## config.mk

```make
export PLATFORM = sky130hd
export DESIGN_NAME = exmem_reg
export DESIGN_NICKNAME = d
export VERILOG_FILES = /design/src/rtl/exmem_reg.sv
export SDC_FILE = /design/constraint.sdc
export NUM_CORES = 1
export LEC_CHECK = 0
export ABC_CLOCK_PERIOD_IN_PS = 1550
export CAP_MARGIN = 20
export CORE_MARGIN = 3
export CORE_UTILIZATION = 35
export DETAILED_ROUTE_END_ITERATION = 12
export PLACE_DENSITY = 0.83
export SKIP_LAST_GASP = 1
export SYNTH_ARGS = -nofsm -noshare
export SYNTH_HDL_FRONTEND = slang
export SYNTH_SLANG_ARGS = --single-unit
```

## constraint.sdc

```tcl
create_clock -name clk -period 1.55 [get_ports clk]
set_clock_uncertainty 0.05 [all_clocks]
set_input_delay 0.155 -clock clk [delete_from_list [all_inputs] [get_ports clk]]
set_output_delay 0.155 -clock clk [all_outputs]
set_load 0.05 [all_outputs]
```

## src/rtl/exmem_reg.sv

```systemverilog
// EX/MEM pipeline register: stall/flush/valid tracking, WB store-data refresh and misalignment fault.
// Optional build macro EXMEM_PERF_EN adds saturating stall/bubble/fault performance counters.
module exmem_reg (
   input  logic        clk,
   input  logic        reset,
   input  logic        stall,
   input  logic        flush,
   input  logic        EX_valid,
   input  logic [63:0] EX_ALUResult,
   input  logic [63:0] EX_RegB_content,
   input  logic [4:0]  EX_Rt,
   input  logic [4:0]  EX_Rd,
   input  logic        EX_MemWrite,
   input  logic        EX_read_enable,
   input  logic        EX_RegWrite,
   input  logic        EX_MemToReg,
   input  logic [3:0]  EX_xfer_size,
   input  logic        WB_RegWrite,
   input  logic [4:0]  WB_Rd,
   input  logic [63:0] WB_result,
   output logic        EXMEM_valid,
   output logic [63:0] EXMEM_ALUResult,
   output logic [63:0] EXMEM_RegB_content,
   output logic [4:0]  EXMEM_Rd,
   output logic        EXMEM_MemWrite,
   output logic        EXMEM_read_enable,
   output logic        EXMEM_RegWrite,
   output logic        EXMEM_MemToReg,
   output logic [3:0]  EXMEM_xfer_size,
   output logic        EXMEM_fault
`ifdef EXMEM_PERF_EN
   ,
   output logic [31:0] perf_stall_cycles,
   output logic [31:0] perf_bubbles,
   output logic [31:0] perf_faults
`endif
);

   localparam int unsigned XLEN = 64;
   localparam int unsigned RW   = 5;
   localparam int unsigned SW   = 4;
   localparam logic [RW-1:0] XZR = RW'(31);

   logic            valid_q, valid_d;
   logic [XLEN-1:0] alu_q, alu_d;
   logic [XLEN-1:0] regb_q, regb_d;
   logic [RW-1:0]   rt_q, rt_d;
   logic [RW-1:0]   rd_q, rd_d;
   logic            mw_q, mw_d;
   logic            re_q, re_d;
   logic            rw_q, rw_d;
   logic            m2r_q, m2r_d;
   logic [SW-1:0]   size_q, size_d;
   logic            fault_q, fault_d;

   logic            size_legal;
   logic [XLEN-1:0] align_mask;
   logic            misaligned;
   logic            fault_in;
   logic            ex_bypass;
   logic            hold_refresh;

   // Alignment check from the raw EX inputs; the size mask only matters when the size is legal.
   always_comb begin
      size_legal   = (EX_xfer_size == SW'(1)) || (EX_xfer_size == SW'(2)) ||
                     (EX_xfer_size == SW'(4)) || (EX_xfer_size == SW'(8));
      align_mask   = XLEN'(EX_xfer_size - SW'(1));
      misaligned   = (EX_ALUResult & align_mask) != '0;
      fault_in     = EX_valid & (EX_MemWrite | EX_read_enable) & (~size_legal | misaligned);
      ex_bypass    = EX_MemWrite & WB_RegWrite & (WB_Rd == EX_Rt) & (EX_Rt != XZR);
      hold_refresh = valid_q & mw_q & WB_RegWrite & (WB_Rd == rt_q) & (rt_q != XZR);
   end

   always_comb begin
      valid_d = valid_q;
      alu_d   = alu_q;
      regb_d  = regb_q;
      rt_d    = rt_q;
      rd_d    = rd_q;
      mw_d    = mw_q;
      re_d    = re_q;
      rw_d    = rw_q;
      m2r_d   = m2r_q;
      size_d  = size_q;
      fault_d = fault_q;
      if (flush) begin
         // Bubble: datapath fields are left as they were.
         valid_d = 1'b0;
         mw_d    = 1'b0;
         re_d    = 1'b0;
         rw_d    = 1'b0;
         m2r_d   = 1'b0;
         fault_d = 1'b0;
      end else if (stall) begin
         if (hold_refresh) regb_d = WB_result;
      end else begin
         valid_d = EX_valid;
         alu_d   = EX_ALUResult;
         regb_d  = ex_bypass ? WB_result : EX_RegB_content;
         rt_d    = EX_Rt;
         rd_d    = EX_Rd;
         mw_d    = EX_MemWrite;
         re_d    = EX_read_enable;
         rw_d    = EX_RegWrite;
         m2r_d   = EX_MemToReg;
         size_d  = EX_xfer_size;
         fault_d = fault_in;
      end
   end

   always_ff @(posedge clk) begin
      if (reset) begin
         valid_q <= 1'b0;
         alu_q   <= '0;
         regb_q  <= '0;
         rt_q    <= '0;
         rd_q    <= '0;
         mw_q    <= 1'b0;
         re_q    <= 1'b0;
         rw_q    <= 1'b0;
         m2r_q   <= 1'b0;
         size_q  <= '0;
         fault_q <= 1'b0;
      end else begin
         valid_q <= valid_d;
         alu_q   <= alu_d;
         regb_q  <= regb_d;
         rt_q    <= rt_d;
         rd_q    <= rd_d;
         mw_q    <= mw_d;
         re_q    <= re_d;
         rw_q    <= rw_d;
         m2r_q   <= m2r_d;
         size_q  <= size_d;
         fault_q <= fault_d;
      end
   end

   // A faulting slot must not touch memory or the register file.
   assign EXMEM_valid        = valid_q;
   assign EXMEM_ALUResult    = alu_q;
   assign EXMEM_RegB_content = regb_q;
   assign EXMEM_Rd           = rd_q;
   assign EXMEM_xfer_size    = size_q;
   assign EXMEM_MemWrite     = mw_q & valid_q & ~fault_q;
   assign EXMEM_read_enable  = re_q & valid_q & ~fault_q;
   assign EXMEM_RegWrite     = rw_q & valid_q & ~fault_q;
   assign EXMEM_MemToReg     = m2r_q & valid_q;
   assign EXMEM_fault        = fault_q & valid_q;

`ifdef EXMEM_PERF_EN
   localparam int unsigned PW = 32;
   logic [PW-1:0] stall_cnt_q, bubble_cnt_q, fault_cnt_q;

   always_ff @(posedge clk) begin
      if (reset) begin
         stall_cnt_q  <= '0;
         bubble_cnt_q <= '0;
         fault_cnt_q  <= '0;
      end else begin
         if (!flush && stall && valid_q && (stall_cnt_q != '1))
            stall_cnt_q <= stall_cnt_q + PW'(1);
         if (flush && (bubble_cnt_q != '1))
            bubble_cnt_q <= bubble_cnt_q + PW'(1);
         if (!flush && !stall && fault_in && (fault_cnt_q != '1))
            fault_cnt_q <= fault_cnt_q + PW'(1);
      end
   end

   assign perf_stall_cycles = stall_cnt_q;
   assign perf_bubbles      = bubble_cnt_q;
   assign perf_faults       = fault_cnt_q;
`endif

endmodule
```

==> results of run 1 <==
per-layer routing:
layer | routed length, um | share of wire | GRT usage
met5 | 0 | 0 | 0
met4 | 642 | 0.025 | 0.1051
met3 | 2239 | 0.088 | 0.07661
met2 | 13080 | 0.52 | 0.4047
met1 | 9378 | 0.37 | 0.2414
cell type report:
type                            instances  area [um2]
Multi-Input combinational cell        504        3369
Inverter                                6       22.52
Tap cell                              229       286.5
Fill cell                            1403        6108
Sequential cell                       148        2973
Antenna cell                            4       10.01
Clock inverter                         15       176.4
Timing Repair Buffer                  473        4715
Clock buffer                           17       425.4
layout by cell type, fill, tap and decap left out, drive strengths merged, types with 4 or more instances in the layout:
master           n
dlygate4sd2      8
nand3            5
nand4            5
nor2            75
diode            4
dlymetal6s2s    19
dfxtp          148
inv             17
nor4            15
buf            243
clkbuf          22
dlygate4sd3      6
mux2i           68
xnor2            7
a211oi          64
nand2          158
a21oi           81
clkdlybuf4s50  192
and2             6
report_power, final:
part	switching (W)	total, W	internal, W
clock	0.00189	0.00434	0.00245
sequential	0.000127	0.00414	0.00401
combinational	0.00155	0.00289	0.00133
total	0.00357	0.0114	0.00780
stage by stage:
| stage | total power (W) | instances | worst slack (ns) | utilization | hold slack [ns] |
|---|---|---|---|---|---|
| final | 0.01136 | 1396 | -0.2073 | 0.6623 | -0.002584 |
| after global routing | 0.01177 | 1396 | -0.2681 | 0.6623 | 0.01029 |
| after CTS | 0.01134 | 1374 | -0.2110 | 0.6397 | 0.1018 |
| after detailed placement | 0.006873 | 1324 | -0.8572 | 0.5828 | 0.3966 |
| after global placement | 0.006830 | 1324 | -0.8418 | 0.5828 | 0.3917 |
| after floorplan | 0.005640 | 714 | -0.006842 | - | 0.2410 |
final timing paths:
check                           cells past startpoint                 from  slack, ns                     end
worst min-delay path                                3     EX_ALUResult[14]     -0.003     EXMEM_ALUResult[14]
worst max register to register                      8              rt_q[4]      -0.21  EXMEM_RegB_content[12]
worst min register to register                      2  EXMEM_ALUResult[62]       0.40     EXMEM_ALUResult[62]
worst max-delay path                                8              rt_q[4]      -0.21  EXMEM_RegB_content[12]
sequential cells by signal, indices dropped and copies added, names as in the netlist:
name	cells
EXMEM_Rd	5
EXMEM_RegB_content	64
rw_q	1
re_q	1
mw_q	1
fault_q	1
EXMEM_ALUResult	64
rt_q	5
EXMEM_xfer_size	4
m2r_q	1
EXMEM_valid	1
kinds of logic after synthesis:
group,count (synthesis),synth area share
compound gates,156,0.1957
xor+xnor,8,0.01081
fa+ha+maj,3,0.005791
buf+inv,62,0.05636
flops,148,0.4571
mux,68,0.1050
simple gates,269,0.1693
worst max-delay path: cells and delay by family, from the launching register on:
kind | cells | cell delay [ns]
DFF | 1 | 0.35
AOI/OAI and AO/OA | 3 | 0.62
buffers and inverters | 3 | 0.45
and+or+nand+nor | 2 | 0.19
what timing repair did:
item	4_1_cts	5_1_grt
hold buffers	1	5
buffers inserted	11	9
setup endpoints to repair	69	70
pin swaps	13	35
hold endpoints to repair	9	5
gates cloned	6	5
resized for setup	47	57
==> results.txt, run 1 <==
The cell area after placement came out at approximately 11000 um2. The share of async-settable or async-resettable flops after synthesis is 0. In the post-synthesis netlist, the cell with the most instances is sky130_fd_sc_hd__nand2_1. The sequential fraction of the synthesis area is 0.4571. The number of setup violations in the final report came out at 64.

The final critical-path required period is 1.757 ns. The final-layout worst hold slack came out at -0.002584 ns. The core area came out at around 18000 um2.

The area of all placed cells without fillers came out at 11980 um2. In this run the worst hold path is classified as in -> reg. The detailed router's first-iteration violation count came out at 256. Walking the worst path, the cells encountered are and2_4 > a21oi_2 > o41ai_4 > buf_6 > buf_12 > buf_16 > nor2_1 > a211oi_2. The post-route DRC violation count is 0. The largest net degree at the start of global routing is 79. The net count reported at finish is 1374. The share of the clock period used by the worst path came out at 1.134. The maximum level of the CTS H-tree came out at 4. The total number of yosys warnings came out at 0.

Across all layers, the routed design uses 6928 vias. The post-synthesis cell type count is 33. The final number of hold-violating endpoints was 1.

In this run, synthesis produced a sequential element count of 148. The clock tree root buffer cell is sky130_fd_sc_hd__clkbuf_16. The global-route wire length before repair came out at 35.91 mm. The final count of pins violating max slew came out at 0. The clock-pin slew on the worst setup and hold paths came out at around 0.070 ns. Among all flip-flop cells after synthesis, the most frequent one is sky130_fd_sc_hd__dfxtp_1.

The die is 142.1 um tall. The initial utilization of the core area, before any placement, comes to 0.3584. The fraction of post-synthesis cell area in the top cell type by area is 0.4571. The checks that failed: hold timing, setup timing. The leakage power is 5.114 nW.

The worst setup path is launched from a flip-flop. The synthesized netlist cell count is 714. The total routed wirelength came out at between 20 and 30 mm.

The clock insertion delay at the later pin of the skew report came out at about 0.42 ns. The maximum clock insertion buffer count came out at 2. The number of I/O port buffers came out at 363. VDD sags by at most 0.0007953 V.

In the routed layout, each cell is associated on average with a via count of 4.963. After detailed routing, the average wire length per cell comes to 18.15 um. Sorting the synthesized cells by area gives the leading types as sky130_fd_sc_hd__dfxtp_1, sky130_fd_sc_hd__a211oi_2, sky130_fd_sc_hd__mux2i_1. After synthesis, the mean cell area works out to 9.079 um2.

Row generation in the floorplan step produced 49 rows. The area added between synthesis and finish came out at 84.77%. The slowest stage of the critical path is the sky130_fd_sc_hd__dfxtp_2 cell. The setup TNS after final layout came out at -9.787 ns.

The commonest cells after synthesis are sky130_fd_sc_hd__nand2_1, sky130_fd_sc_hd__dfxtp_1, sky130_fd_sc_hd__a21oi_1. The floorplan step defined a die boundary enclosing 20190 um2. The initial antenna violation count came out at 4. The highest cell delay on the worst timing path came out at 0.35 ns. The tree built by TritonCTS fans out to 148 sinks. The number of iterations in the first detailed-routing pass is 4. The cell type contributing the most total cell area after synthesis is sky130_fd_sc_hd__dfxtp_1. The number of buffers inserted during clock tree synthesis came out at 17. The via count of the first global-routing pass was 6895.

The worst setup path is of the reg -> reg kind. The fmax is roughly 570 MHz. The total half-perimeter wirelength after legalization and detailed placement is 18.18 mm.

Setup repair after global routing could not meet its margin everywhere. The global-route usage over all layers is 0.2270. The fraction of layout instances using a drive strength above 1 is 0.3310.

TritonCTS built the clock tree. The net count after synthesis came out at 938. Setup slack on the critical path of the routed design comes to -0.2073 ns.

The die span in x is 142.1 um. The I/O pin count came out at 364. Yosys mapped a number of flops with a built-in enable equal to 0. The count of antenna-violating nets left after detailed routing is 0. The aggregate global routing overflow is 0. For the worst setup path, the data required time is 1.84 ns. The synthesized netlist occupies a cell area of 6482 um2. The number of maximum-capacitance violations came out at 0. The worst setup path is captured at a flip-flop. The placer congestion estimate came out at 0.8399. In this run the power density over the cells is 948.8 nW/um2. Of all nets on the critical path, the largest fanout is 13. For the pin with the worst max-slew slack, the measured transition is 0.5901 ns. The flow ran to the end, but the final reports show violations.

STA puts the critical path data arrival time at 2.04 ns. The worst slew margin relative to its limit came out at 0.6066.
Power figures use the tool's default switching activity.
==> run 2, diff against run 1 <==
- CTS_CLUSTER_DIAMETER: unset -> 80
==> results of run 2 <==
The final DEF is identical to that of run 1; final timing and power are the same.
==> run 3, diff against run 2 <==
- CAP_MARGIN: 20 -> unset
- CORE_ASPECT_RATIO: unset -> 0.9
- TNS_END_PERCENT: unset -> 100
==> run 3 against run 2 <==
Against the previous run:
- combinational power increased by 4%
- die area about the same
- the run still ends with hold timing, setup timing left
- first-iteration DRC count decreased by 4.3%
- core utilization increased by 2.9 points
- critical path depth unchanged
- non-clock buffer count increased by 8
- final cell count increased by 1.3%
- critical path type unchanged
- sequential power about the same
- design area increased by 3.3%
- sequential cell count unchanged
- wire length increased by 6.5%
- via count increased by 2.5%
==> results.txt, run 3 (synthesis results as in run 1) <==
The count of standard-cell rows is 46 (-6.1%). The worst setup path is captured at a flip-flop. The fraction of power consumed by combinational cells came out at 0.259 (+0.005). The I/O pin count came out at 364 (unchanged). The total routed wirelength came out at 27.00 mm (+6.5%). The fmax was 539.0 MHz (-5.3%). The worst setup path is of the reg -> reg kind. The setup TNS after final layout is -12.49 ns (-2.700 ns). The most frequent standard cell in the layout excluding fill and tap cells is sky130_fd_sc_hd__buf_4.

The initial core utilization came to 0.3622 (+0.003733). The aggregate global routing overflow is 0 (unchanged). The share of power burned in the clock network came out at 0.383 (about the same). The global-route wire length before repair is 37.19 mm (+3.6%). TritonCTS built the clock tree.

The core area is 17900 um2 (-1.0%). The area added between synthesis and finish is 90.93%. The maximum ir drop on the vdd rail is 0.0008651 V (+8.8%). The net switching component of the power was 0.003607 W (+1.0%). The nature of the critical path startpoint is a flip-flop. The via count is 7103 (+2.5%). The number of iterations in the first detailed-routing pass is 4 (unchanged). The area of all placed cells without fillers is 12380 um2 (+3.3%).

The number of maximum-capacitance violations is 0 (unchanged). The number of I/O port buffers came out at 363 (unchanged). The maximum clock insertion buffer count is 2 (unchanged).

The smallest setup slack after layout is -0.3054 ns (-0.09814 ns). The top fanout value on the critical path is 8 (-5). Setup repair after global routing could not meet its margin everywhere. The required time reported for the critical path endpoint was 1.82 ns (-0.02 ns). The global-route usage over all layers came out at 0.2350 (+0.008015).

The number of sinks driven by the clock tree is 148 (unchanged). The data arrival time of the critical path is 2.13 ns (+0.09 ns). The final-layout worst hold slack came out at -0.008957 ns (-0.006373 ns). The switching share of total power is 0.3109 (-0.003243).

The average wire per standard cell is 19.10 um (+5.2%). The share of the clock period used by the worst path is 1.197 (+0.06331). The number of setup violations in the final report is 64 (unchanged).

The die span in x is 149.5 um (+5.2%). The worst slew margin relative to its limit came to 0.6428 (+0.03623). The placer congestion estimate came out at 0.8160 (-2.8%). The leakage power came out at 5.379 nW (+5.2%). The initial antenna violation count came out at 3 (-1). The flow ran to the end, but the final reports show violations. The post-route DRC violation count is 0 (unchanged). CTS placed an instance of sky130_fd_sc_hd__clkbuf_16 at the clock tree root. The clock-pin slew on the worst setup and hold paths came out at 0.06 ns (about the same).

The cell area after placement was 10560 um2 (+0.20%). The end-of-flow core utilization was 0.6915 (+0.02920). The total half-perimeter wirelength after legalization and detailed placement came out at 17.78 mm (-2.2%). The die area is 20190 um2 (about the same).

The maximum level of the CTS H-tree came out at 4 (unchanged). The final count of pins violating max slew came to 0 (unchanged). The transition time of the tightest slew-check pin came out at 0.5358 ns (-0.05434 ns). The fraction of layout instances using a drive strength above 1 came out at 0.3612 (+0.03019). The number of buffers inserted during clock tree synthesis came to 17 (unchanged). The top cell types in the final layout, fill and taps aside, are sky130_fd_sc_hd__buf_4, sky130_fd_sc_hd__clkdlybuf4s50_1, sky130_fd_sc_hd__nand2_1. The clock insertion delay at the later pin of the skew report was 0.41 ns (about the same).

The final critical-path required period is 1.855 ns (+0.09814 ns). The class of the most critical hold timing path is in -> reg. The die outline height came to 135.1 um (-4.9%). The via count of the first global-routing pass came out at 7000 (+1.5%). The vias per cell is 5.023 (+1.2%).

The final number of hold-violating endpoints came out at 3 (+2). The count of antenna-violating nets left after detailed routing is 0 (unchanged). The register-to-register path setup slack came out at -0.31 ns (-0.10 ns). The total internal power is 0.007996 W (+2.6%). The net count reported at finish came out at 1382 (+0.58%).

The largest net degree at the start of global routing came out at 79 (unchanged). The checks that failed: hold timing, setup timing. The sequential share of power came out at 0.359 (-0.005). The cell area power density came out at 937.5 nW/um2 (-1.2%). The detailed router's first-iteration violation count is 245 (-4.3%).
run 3: path summary, 6_finish.rpt:
kind	startpoint	endpoint	depth (start not counted)
min reg2reg	EXMEM_ALUResult[15]	EXMEM_ALUResult[15]	2
max reg2reg	rt_q[0]	EXMEM_RegB_content[45]	8
min	EX_ALUResult[6]	EXMEM_ALUResult[6]	3
max	rt_q[0]	EXMEM_RegB_content[45]	8
run 3: timing repair:
item | in CTS | in global routing
cloned | 9 | 3
pin swaps | 22 | 69
resized for setup | 56 | 121
hold endpoints to repair | 0 | 10
endpoints found under the setup margin | 100 | 70
hold buffers | 0 | 10
setup buffers | 16 | 15
run 3: metrics by stage:
step	setup slack [ns]	cells	total power, W
finish	-0.3054	1414	0.01160
global route	-0.3576	1414	0.01200
CTS	-0.2186	1388	0.01145
detailed placement	-0.9921	1331	0.006872
global placement	-0.9801	1331	0.006835
floorplan	-0.006842	714	0.005640
run 3: area by class of cell:
type                            count  area (um2)
Timing Repair Buffer              481        4887
Fill cell                        1243        5523
Tap cell                          240       300.3
Clock inverter                     15       193.9
Inverter                            6       22.52
Sequential cell                   148        2975
Clock buffer                       17       425.4
Antenna cell                        3       7.507
Multi-Input combinational cell    504        3565
run 3: power by group through the flow:
stage / clock [W] / combinational (W) / sequential [W]
3_5_place_dp: 0 / 0.00266 / 0.00421
4_1_cts: 0.00447 / 0.00284 / 0.00413
2_1_floorplan: 0 / 0.000746 / 0.00489
5_1_grt: 0.00467 / 0.00314 / 0.00418
3_3_place_gp: 0 / 0.00263 / 0.00420
6_report: 0.00444 / 0.00300 / 0.00416
run 3: critical path, cell delays in order, from the launching register on:
cell	delay, ns
sky130_fd_sc_hd__dfxtp_2	0.34
sky130_fd_sc_hd__xnor2_2	0.16
sky130_fd_sc_hd__nand3_2	0.12
sky130_fd_sc_hd__o41ai_4	0.30
sky130_fd_sc_hd__buf_6	0.17
sky130_fd_sc_hd__buf_12	0.18
sky130_fd_sc_hd__clkbuf_16	0.16
sky130_fd_sc_hd__nor2_1	0.06
sky130_fd_sc_hd__a211oi_2	0.22
run 3: metal layers:
layer / global-route usage / up-vias / part of all wire / routed length, um
met5: 0 / - / 0 / 0
li1: - / 3365 / - / -
met1: 0.2583 / 3406 / 0.37 / 9889
met2: 0.4163 / 293 / 0.52 / 14000
met3: 0.09329 / 39 / 0.090 / 2426
met4: 0.07422 / 0 / 0.025 / 682
